**config.mk**
```make
export PLATFORM = sky130hd
export DESIGN_NAME = axis_frame_wrapper
export DESIGN_NICKNAME = d
export VERILOG_FILES = /design/src/rtl/axis_frame_wrapper.sv
export SDC_FILE = /design/constraint.sdc
export NUM_CORES = 1
export LEC_CHECK = 0
export ABC_AREA = 0
export CAP_MARGIN = 20
export CORE_MARGIN = 3
export CORE_UTILIZATION = 30
export DETAILED_ROUTE_END_ITERATION = 10
export GPL_ROUTABILITY_DRIVEN = 1
export GPL_TIMING_DRIVEN = 1
export PLACE_DENSITY_LB_ADDON = 0.3
export SKIP_LAST_GASP = 1
export SYNTH_ARGS = -nofsm -noshare
export SYNTH_HDL_FRONTEND = slang
export SYNTH_SLANG_ARGS = --single-unit
export TNS_END_PERCENT = 100
```
**constraint.sdc**
```tcl
create_clock -name clk -period 2.5 [get_ports clk]
set_input_delay 0.5 -clock clk [delete_from_list [all_inputs] [get_ports clk]]
set_output_delay 0.5 -clock clk [all_outputs]
set_load 0.02 [all_outputs]
```
**src/rtl/axis_frame_wrapper.sv**
```systemverilog
// axis_frame_wrapper
// Wraps each AXI-Stream packet from the TX mux into a frame:
//   header  {MAGIC, seq, tuser}  -> payload beats unchanged -> trailer {err, count, chk}.
// Packets longer than MAX_BEATS are cut at MAX_BEATS. The rest of the packet is discarded,
// and the trailer err bit is set.
// Optional feature: define AXIS_FRAME_SEQ_EN to add an 8-bit sequence number to the header.
// Without it the seq field is constant 0.
// Ports:
//   clk, rst          clock, asynchronous active-high reset (released synchronously inside)
//   s_tvalid/s_tready/s_tlast/s_tuser/s_tdata   upstream AXIS slave
//   m_tvalid/m_tready/m_tlast/m_tuser/m_tdata   downstream AXIS master (combinational from state)
//   truncated         one-cycle pulse after a truncated frame's trailer is accepted
//   frameCount        number of accepted trailers, wraps at 16'hFFFF
module axis_frame_wrapper #(
   parameter int unsigned DATA_WIDTH = 32,
   parameter int unsigned USER_WIDTH = 8,
   parameter logic [15:0] MAGIC      = 16'hA5C3,
   parameter int unsigned MAX_BEATS  = 256
) (
   input  logic                  clk,
   input  logic                  rst,
   input  logic                  s_tvalid,
   output logic                  s_tready,
   input  logic                  s_tlast,
   input  logic [USER_WIDTH-1:0] s_tuser,
   input  logic [DATA_WIDTH-1:0] s_tdata,
   output logic                  m_tvalid,
   input  logic                  m_tready,
   output logic                  m_tlast,
   output logic [USER_WIDTH-1:0] m_tuser,
   output logic [DATA_WIDTH-1:0] m_tdata,
   output logic                  truncated,
   output logic [15:0]           frameCount
);

   localparam int unsigned CNT_W = 15;

   typedef enum logic [1:0] {
      ST_HDR  = 2'd0,
      ST_PAY  = 2'd1,
      ST_TRL  = 2'd2,
      ST_DROP = 2'd3
   } state_t;

   state_t                r_state;
   state_t                w_state_nxt;
   logic [1:0]            r_rst_pipe;
   logic                  w_rst_hold;
   logic                  w_gate;
   logic [CNT_W-1:0]      r_count;
   logic [CNT_W-1:0]      w_count_inc;
   logic [15:0]           r_chk;
   logic [15:0]           w_fold;
   logic                  r_err;
   logic                  r_drop_pending;
   logic [USER_WIDTH-1:0] r_tuser;
   logic [7:0]            w_seq;
   logic [DATA_WIDTH-1:0] w_header;
   logic [DATA_WIDTH-1:0] w_trailer;
   logic                  w_hdr_fire;
   logic                  w_pay_fire;
   logic                  w_trl_fire;
   logic                  w_drop_end;
   logic                  w_max_hit;

   // Reset release synchronizer: rst asserts immediately, deassertion is seen two edges later
   always_ff @(posedge clk or posedge rst) begin
      if (rst) r_rst_pipe <= 2'b11;
      else     r_rst_pipe <= {r_rst_pipe[0], 1'b0};
   end

   assign w_rst_hold = r_rst_pipe[1];
   assign w_gate     = rst | w_rst_hold;

`ifdef AXIS_FRAME_SEQ_EN
   logic [7:0] r_seq;

   // Frame sequence number, advances on every accepted trailer
   always_ff @(posedge clk or posedge rst) begin
      if (rst)             r_seq <= 8'd0;
      else if (w_rst_hold) r_seq <= 8'd0;
      else if (w_trl_fire) r_seq <= r_seq + 8'd1;
   end

   assign w_seq = r_seq;
`else
   assign w_seq = 8'd0;
`endif

   assign w_fold      = s_tdata[31:16] ^ s_tdata[15:0];
   assign w_count_inc = r_count + CNT_W'(1);
   assign w_max_hit   = (w_count_inc == CNT_W'(MAX_BEATS));
   assign w_header    = DATA_WIDTH'({MAGIC, w_seq, 8'(s_tuser)});
   assign w_trailer   = DATA_WIDTH'({r_err, r_count, r_chk});

   // State register
   always_ff @(posedge clk or posedge rst) begin
      if (rst)             r_state <= ST_HDR;
      else if (w_rst_hold) r_state <= ST_HDR;
      else                 r_state <= w_state_nxt;
   end

   // Next state and combinational stream outputs
   always_comb begin
      w_state_nxt = r_state;
      m_tvalid    = 1'b0;
      s_tready    = 1'b0;
      m_tlast     = 1'b0;
      m_tdata     = '0;
      m_tuser     = r_tuser;
      w_hdr_fire  = 1'b0;
      w_pay_fire  = 1'b0;
      w_trl_fire  = 1'b0;
      w_drop_end  = 1'b0;
      case (r_state)
         ST_HDR: begin
            // Header is emitted only once the first payload beat is waiting
            m_tvalid = s_tvalid;
            m_tdata  = w_header;
            m_tuser  = s_tuser;
            if (s_tvalid && m_tready) begin
               w_hdr_fire  = 1'b1;
               w_state_nxt = ST_PAY;
            end
         end
         ST_PAY: begin
            m_tvalid = s_tvalid;
            s_tready = m_tready;
            m_tdata  = s_tdata;
            if (s_tvalid && m_tready) begin
               w_pay_fire = 1'b1;
               if (s_tlast || w_max_hit) w_state_nxt = ST_TRL;
            end
         end
         ST_TRL: begin
            m_tvalid = 1'b1;
            m_tlast  = 1'b1;
            m_tdata  = w_trailer;
            if (m_tready) begin
               w_trl_fire  = 1'b1;
               w_state_nxt = r_drop_pending ? ST_DROP : ST_HDR;
            end
         end
         ST_DROP: begin
            s_tready = 1'b1;
            if (s_tvalid && s_tlast) begin
               w_drop_end  = 1'b1;
               w_state_nxt = ST_HDR;
            end
         end
         default: w_state_nxt = ST_HDR;
      endcase
      if (w_gate) begin
         m_tvalid = 1'b0;
         s_tready = 1'b0;
      end
   end

   // Frame bookkeeping: tag, beat count, checksum, truncation flags, counters
   always_ff @(posedge clk or posedge rst) begin
      if (rst) begin
         r_tuser        <= '0;
         r_count        <= '0;
         r_chk          <= 16'd0;
         r_err          <= 1'b0;
         r_drop_pending <= 1'b0;
         truncated      <= 1'b0;
         frameCount     <= 16'd0;
      end else if (w_rst_hold) begin
         r_tuser        <= '0;
         r_count        <= '0;
         r_chk          <= 16'd0;
         r_err          <= 1'b0;
         r_drop_pending <= 1'b0;
         truncated      <= 1'b0;
         frameCount     <= 16'd0;
      end else begin
         truncated <= w_trl_fire & r_err;
         if (w_hdr_fire) begin
            r_tuser <= s_tuser;
            r_count <= '0;
            r_chk   <= 16'd0;
            r_err   <= 1'b0;
         end
         if (w_pay_fire) begin
            r_count <= w_count_inc;
            r_chk   <= r_chk ^ w_fold;
            // tlast on the MAX_BEATS-th beat is a clean end, not a truncation
            if (!s_tlast && w_max_hit) begin
               r_err          <= 1'b1;
               r_drop_pending <= 1'b1;
            end
         end
         if (w_trl_fire) frameCount <= frameCount + 16'd1;
         if (w_drop_end) r_drop_pending <= 1'b0;
      end
   end

endmodule

```
==> summary.txt, run 1 <==
Timing
  • Tcrit/Tclk final: 96.2%
  • Final setup fails: 0
  • Max-slew violation count: 0
  • Fmax: 416 MHz
  • Worst slew pin tran: 530 ps
  • RSZ-0062 raised after global routing: false
  • Max_slew headroom: 64.7%
  • Fin. Hold Viols: 0
  • Clock Skew: 3.96 ps
  • Fin crit period: 2400 ps

Final layout
  • Area grow syn2layout: 43.7%
  • Layout Utilization: 45.0%
  • Share of cells above drive strength 1: 13.4%
  • N_diodes: 0
  • Nets: 625

Die
  • Starting Density: 31.3%
  • DIE WIDTH: 119 um
  • Io pins: 105
  • Core Box Area: 0.0123 mm^2
  • Std-Cell Rows: 40
  • Chip Height: 119 um
  • Die area: 0.0143 mm^2

Synthesis
  • Yosys top cell area share: 38.9%
  • Distinct cells, synth: 53
  • #FFs+latches synth: 62
  • Synth Flop Type: dfrtp_1
  • Simple-gate portion of the synthesized area: 21.7%
  • Syn nets: 504
  • Async S/R FF share, synth: 100%
  • Synth area leaders: dfrtp_1 39%, o21ai_0 7.8%, nand2_1 7.5%
  • Mux cell area share after synthesis: 5.90%
  • Syn avg cell area: 8.46 um^2
  • EDFF count, synth: 0
  • Gate Count Post-Synth: 456
  • XOR/XNOR Fraction of Synth Area: 8.40%
  • Area fraction in compound gates after synthesis: 18.3%
  • Most numerous cell in the Yosys netlist: nand2_1
  • Post-Synth Adder-Cell Area: 0.973%
  • Seq/Total Area, Yosys: 40.3%
  • Area leader, netlist: dfrtp_1
  • Main combinational cell family by area after synthesis: simple AND/OR/NAND/NOR gates
  • Synth Cell Area: 0.00386 mm^2
  • Synthesis warning total: 0
  • Synth top cells by count: 77 x nand2_1, 60 x dfrtp_1, 60 x o21ai_0

Power
  • Sw frac: 27.4%
  • Worst vdd ir: 0.261 mV
  • Internal power component: 0.00201 W
  • Net Sw Power: 0.000760 W
  • Comb pwr share: 20.8%
  • Power density cells: 499 mW/mm^2
  • Total Power: 0.00277 W
  • Register share of total power: 37.6%
  • Clock network fraction of total power: 41.6%
  • Leak: 2.46 nW

Route
  • Routed Wire Length: 11800 um
  • Routed len/inst: 15.8 um
  • First-pass DRT Iterations: 4
  • 1st-iter DRT viols: 222
  • Antenna-violating nets left: 0
  • DR vias/cell: 5.03
  • Via Count: 3776
  • Drc violations: 0

Global routing
  • First-pass GRT wire length: 19100 um
  • Largest net degree at the start of global routing: 40
  • Initial antenna violation count: 0
  • GRT overflow: 0
  • Vias in the first global route: 3695
  • GRT Overall Usage: 16.7%

Critical path
  • Crit end category: primary output
  • Setup crit start: r_state[1]
  • R2R depth: 7
  • CP startpoint kind: register
  • Reg2reg setup slack: 210 ps
  • Critical path type: reg -> out
  • Worst Path Arrival: 1900 ps
  • CP max FO: 13
  • Critical Path End: m_tdata[29]
  • Worst EP required: 2000 ps
  • RR Startpoint: r_count[1]
  • Worst reg2reg endpoint: r_err

Placed design
  • RePlAce Congestion: 0.832
  • IO Port Bufs: 104
  • Post-DP HPWL: 8700 um

Clock tree
  • Clk sinks: 62
  • Clock buffer depth: 2
  • Clk pin slew, worst setup/hold paths: 50 ps
  • CTS tree: yes
  • CTS Buf Count: 9
  • Htree depth: 3
  • Clock Root Buffer: clkbuf_16
  • Clock Latency Late Sink: 320 ps
  • Hold-fix buffers at CTS: 0

Status
  • Status: complete, no violations

Run
  • Max Cap Viol: 0

Hold path
  • Hold depth: 0
  • Worst Hold Class: reg -> reg
  • Hold Startpoint: r_rst_pipe[0]
cell type report:
class / instances / area (um^2)
clock buffers: 15 / 268
clock inverters: 1 / 5.00
fillers: 1243 / 6770
inverters: 5 / 18.8
multi-input cells: 356 / 2150
flip-flops and latches: 62 / 1560
well taps: 168 / 210
repair buffers: 143 / 1330
per-stage QoR:
stage | hold WS, ps | cells | setup slack (ps) | TNS, ps | instance area (um^2)
after floorplan | 345 | 456 | 230 | 0 | 3860
after global placement | 347 | 734 | -48.0 | -54.9 | 5260
after detailed placement | 347 | 734 | -48.4 | -82.7 | 5260
after CTS | 354 | 750 | 24.5 | 0 | 5500
after global routing | 364 | 750 | 6.79 | 0 | 5540
final | 353 | 750 | 96.1 | 0 | 5540
per-layer routing:
| layer | routed length (um) | global-route usage, % | share of wire, % | vias to the layer above |
|---|---|---|---|---|
| met2 | 5640 | 27.9 | 48 | 111 |
| met1 | 5390 | 21.6 | 46 | 1811 |
| met4 | 224 | 4.87 | 1.9 | 0 |
| li1 | - | - | - | 1840 |
| met5 | 0 | 0 | 0 | - |
| met3 | 583 | 3.66 | 4.9 | 14 |
critical path, stage by stage (launching register included):
cell and delay [ps]:
dfrtp_2 450, clkinv_1 80, buf_4 200, nand2_1 70
a2bb2oi_1 150, clkdlybuf4s50_1 620
flip-flops by register name (all words and copies together), names as in the netlist:
signal	cells
frameCount	16
r_chk	16
r_count	15
r_drop_pending	1
r_err	1
r_rst_pipe	2
r_state	2
r_tuser	8
truncated	1
power by group through the flow:
stage / Sequential [W] / Combinational (W) / Clock, W
2_1_floorplan: 0.00105 / 0.000302 / 0
3_3_place_gp: 0.00106 / 0.000614 / 0
3_5_place_dp: 0.00106 / 0.000616 / 0
4_1_cts: 0.00104 / 0.000588 / 0.00118
5_1_grt: 0.00104 / 0.000620 / 0.00122
6_report: 0.00104 / 0.000576 / 0.00115
worst min-delay path by stage:
| stage | endpoint | slack (ps) |
|---|---|---|
| floorplan | r_rst_pipe[1] | 350 |
| global placement | r_rst_pipe[1] | 350 |
| detailed placement | r_rst_pipe[1] | 350 |
| CTS | r_rst_pipe[1] | 350 |
| global route | r_rst_pipe[1] | 360 |
| finish | r_rst_pipe[1] | 350 |
cell usage in the layout, fill, tap and decap left out, types with 5 or more instances in the layout:
cell / n
mux2i_1: 10
clkdlybuf4s50_1: 63
dfrtp_1: 57
a21oi_1: 18
xor2_1: 27
clkbuf_16: 9
nand4_1: 5
xnor2_1: 10
mux2_2: 10
a22o_1: 17
dlygate4sd2_1: 29
nand2_1: 77
buf_4: 38
nor2_1: 44
a2bb2oi_1: 7
o21ai_0: 60
dlymetal6s2s_1: 12
nand3_1: 18
cell families (layout without fill, tap and decap cells):
logic type      count (synthesis)  count (layout)
compound gates                116             116
xor+xnor                       37              37
fa+ha+maj                       3               3
buf+inv                        38             164
flops                          62              62
mux                            21              21
other cells                     1               1
simple gates                  178             178
repair_timing:
action	in CTS	in global routing
pin swaps	0	0
endpoints found under the setup margin	35	14
resized for setup	32	15
buffers inserted	0	0
No activity file was read; power rests on OpenSTA's default activity.
==> run 2, diff against run 1 <==
CTS_CLUSTER_DIAMETER = 120   (was default)
SKIP_CTS_REPAIR_TIMING = 1   (was default)
==> summary.txt, run 2 (synthesized netlist as in run 1, its figures left out) <==
Status
  • Status: complete, no violations

Placed design
  • Post-DP HPWL: 8700 um (unchanged)
  • Cell count after placement: 734 (unchanged)
  • RePlAce Congestion: 0.832 (unchanged)
  • Cell Area, Placed: 0.00526 mm^2 (unchanged)
  • IO Port Bufs: 104 (unchanged)
  • Setup slack at placement: -48.4 ps (unchanged)

Route
  • DR vias/cell: 5.04 (+0.18%)
  • Via Count: 3793 (+0.45%)
  • Routed Wire Length: 12000 um (+0.95%)
  • 1st-iter DRT viols: 241 (+8.6%)
  • Antenna-violating nets left: 0 (unchanged)
  • Drc violations: 0 (unchanged)
  • First-pass DRT Iterations: 4 (unchanged)
  • Routed len/inst: 15.9 um (+0.69%)

Final layout
  • Nets: 627 (+0.32%)
  • Design area: 0.00567 mm^2 (+2.2%)
  • Post-Layout Cell Count: 752 (+0.27%)
  • N_diodes: 0 (unchanged)
  • Largest regs: frameCount (16), r_chk (16), r_count (15)
  • Area of the multi-input gates: 0.00215 mm^2 (unchanged)
  • Area grow syn2layout: 46.8%
  • Share of cells above drive strength 1: 13.7% (+0.30 points)
  • Most frequent cells in the layout: 77 x nand2_1, 64 x clkdlybuf4s50_1, 60 x o21ai_0, 57 x dfrtp_1, 44 x nor2_1
  • Fill cells: 1233 (-0.80%)
  • Commonest non-fill, non-tap cell in the layout: nand2_1
  • Register Area: 0.00156 mm^2 (unchanged)

Die
  • Io pins: 105 (unchanged)
  • DIE WIDTH: 119 um (unchanged)
  • Std-Cell Rows: 40 (unchanged)
  • Starting Density: 31.3% (unchanged)
  • Core Box Area: 0.0123 mm^2 (unchanged)
  • Chip Height: 119 um (unchanged)
  • Die area: 0.0143 mm^2 (unchanged)

Critical path
  • Reg2reg setup slack: 210 ps (about the same)
  • Worst EP required: 2000 ps (about the same)
  • Crit end category: primary output
  • CP max FO: 13 (unchanged)
  • CP startpoint kind: register
  • Critical path type: reg -> out
  • Worst Path Arrival: 1900 ps (about the same)

Timing
  • Max-slew violation count: 0 (unchanged)
  • Fin Hold WS: 353 ps (+0.141 ps)
  • Final setup fails: 0 (unchanged)
  • Tcrit/Tclk final: 96.1% (about the same)
  • Fmax: 416 MHz (about the same)
  • Fin crit period: 2400 ps (-0.988 ps)
  • RSZ-0062 raised after global routing: false
  • Final worst slack: 97.1 ps (+0.988 ps)
  • Fin. Hold Viols: 0 (unchanged)
  • Worst slew pin tran: 524 ps (-6.01 ps)
  • Max_slew headroom: 65.1% (+0.40 points)
  • Clock Skew: 4.61 ps (+0.654 ps)

Global routing
  • First-pass GRT wire length: 19100 um (about the same)
  • Met3 GRT Util: 3.66% (unchanged)
  • GR peak layer: met2
  • Initial antenna violation count: 0 (unchanged)
  • GR Util met1: 21.6% (unchanged)
  • Vias in the first global route: 3698 (+0.081%)
  • GRT overflow: 0 (unchanged)
  • GRT Overall Usage: 16.7% (unchanged)
  • GRT met2 Usage: 27.9% (unchanged)
  • Largest net degree at the start of global routing: 40 (unchanged)

Clock tree
  • CTS Buf Count: 9 (unchanged)
  • Clock buffer depth: 2 (unchanged)
  • Clk pin slew, worst setup/hold paths: 50 ps (about the same)
  • CTS tree: yes
  • Clock Root Buffer: clkbuf_16
  • Htree depth: 3 (unchanged)
  • Clk sinks: 62 (unchanged)
  • Clock Latency Late Sink: 320 ps (about the same)

Power
  • Worst vdd ir: 0.261 mV (about the same)
  • Leak: 2.78 nW (+13%)
  • Power density cells: 493 mW/mm^2 (-1.3%)

Hold path
  • Worst Hold Class: reg -> reg

Run
  • Max Cap Viol: 0 (unchanged)
run 2: where the power goes:
group          internal [W]  switching (W)
Clock              0.000725       0.000427
Combinational      0.000282       0.000318
Sequential          0.00103      0.0000166
run 2: critical path: stages, from the launching register on:
cell and delay [ps]:
dfrtp_2 450, clkinv_1 80, buf_4 200, nand2_1 70, a2bb2oi_1 150, clkdlybuf4s50_1 620
run 2: per-stage QoR:
step / util [%] / setup TNS [ps] / power, W
final: 46.0 / 0 / 0.00279
after CTS: 44.9 / -3570 / 0.00284
after detailed placement: 42.7 / -82.7 / 0.00167
after global routing: 46.0 / 0 / 0.00290
after floorplan: - / 0 / 0.00135
after global placement: 42.7 / -54.9 / 0.00167
run 2: final cells by class:
class | instances | area share, %
clock buffer | 15 | 4.73
clock inverter | 1 | 0.0883
inverter | 5 | 0.331
multi-input combinational | 356 | 38.0
sequential | 62 | 27.5
tap | 168 | 3.71
timing repair buffer | 145 | 25.6
run 2: layer usage:
layer,vias to the layer above,wire length [um]
met3,14,575
met2,119,5660
met5,-,0
met4,0,228
li1,1847,-
met1,1813,5490
run 2: final timing paths:
| path | from | end | depth (start not counted) |
|---|---|---|---|
| max in group asynchronous | rst | r_state[1] | 3 |
| max | r_state[1] | m_tdata[29] | 5 |
| min reg2reg | r_rst_pipe[0] | r_rst_pipe[1] | 0 |
| min in group asynchronous | rst | r_tuser[1] | 3 |
| min | r_rst_pipe[0] | r_rst_pipe[1] | 0 |
| max reg2reg | r_count[1] | r_err | 7 |
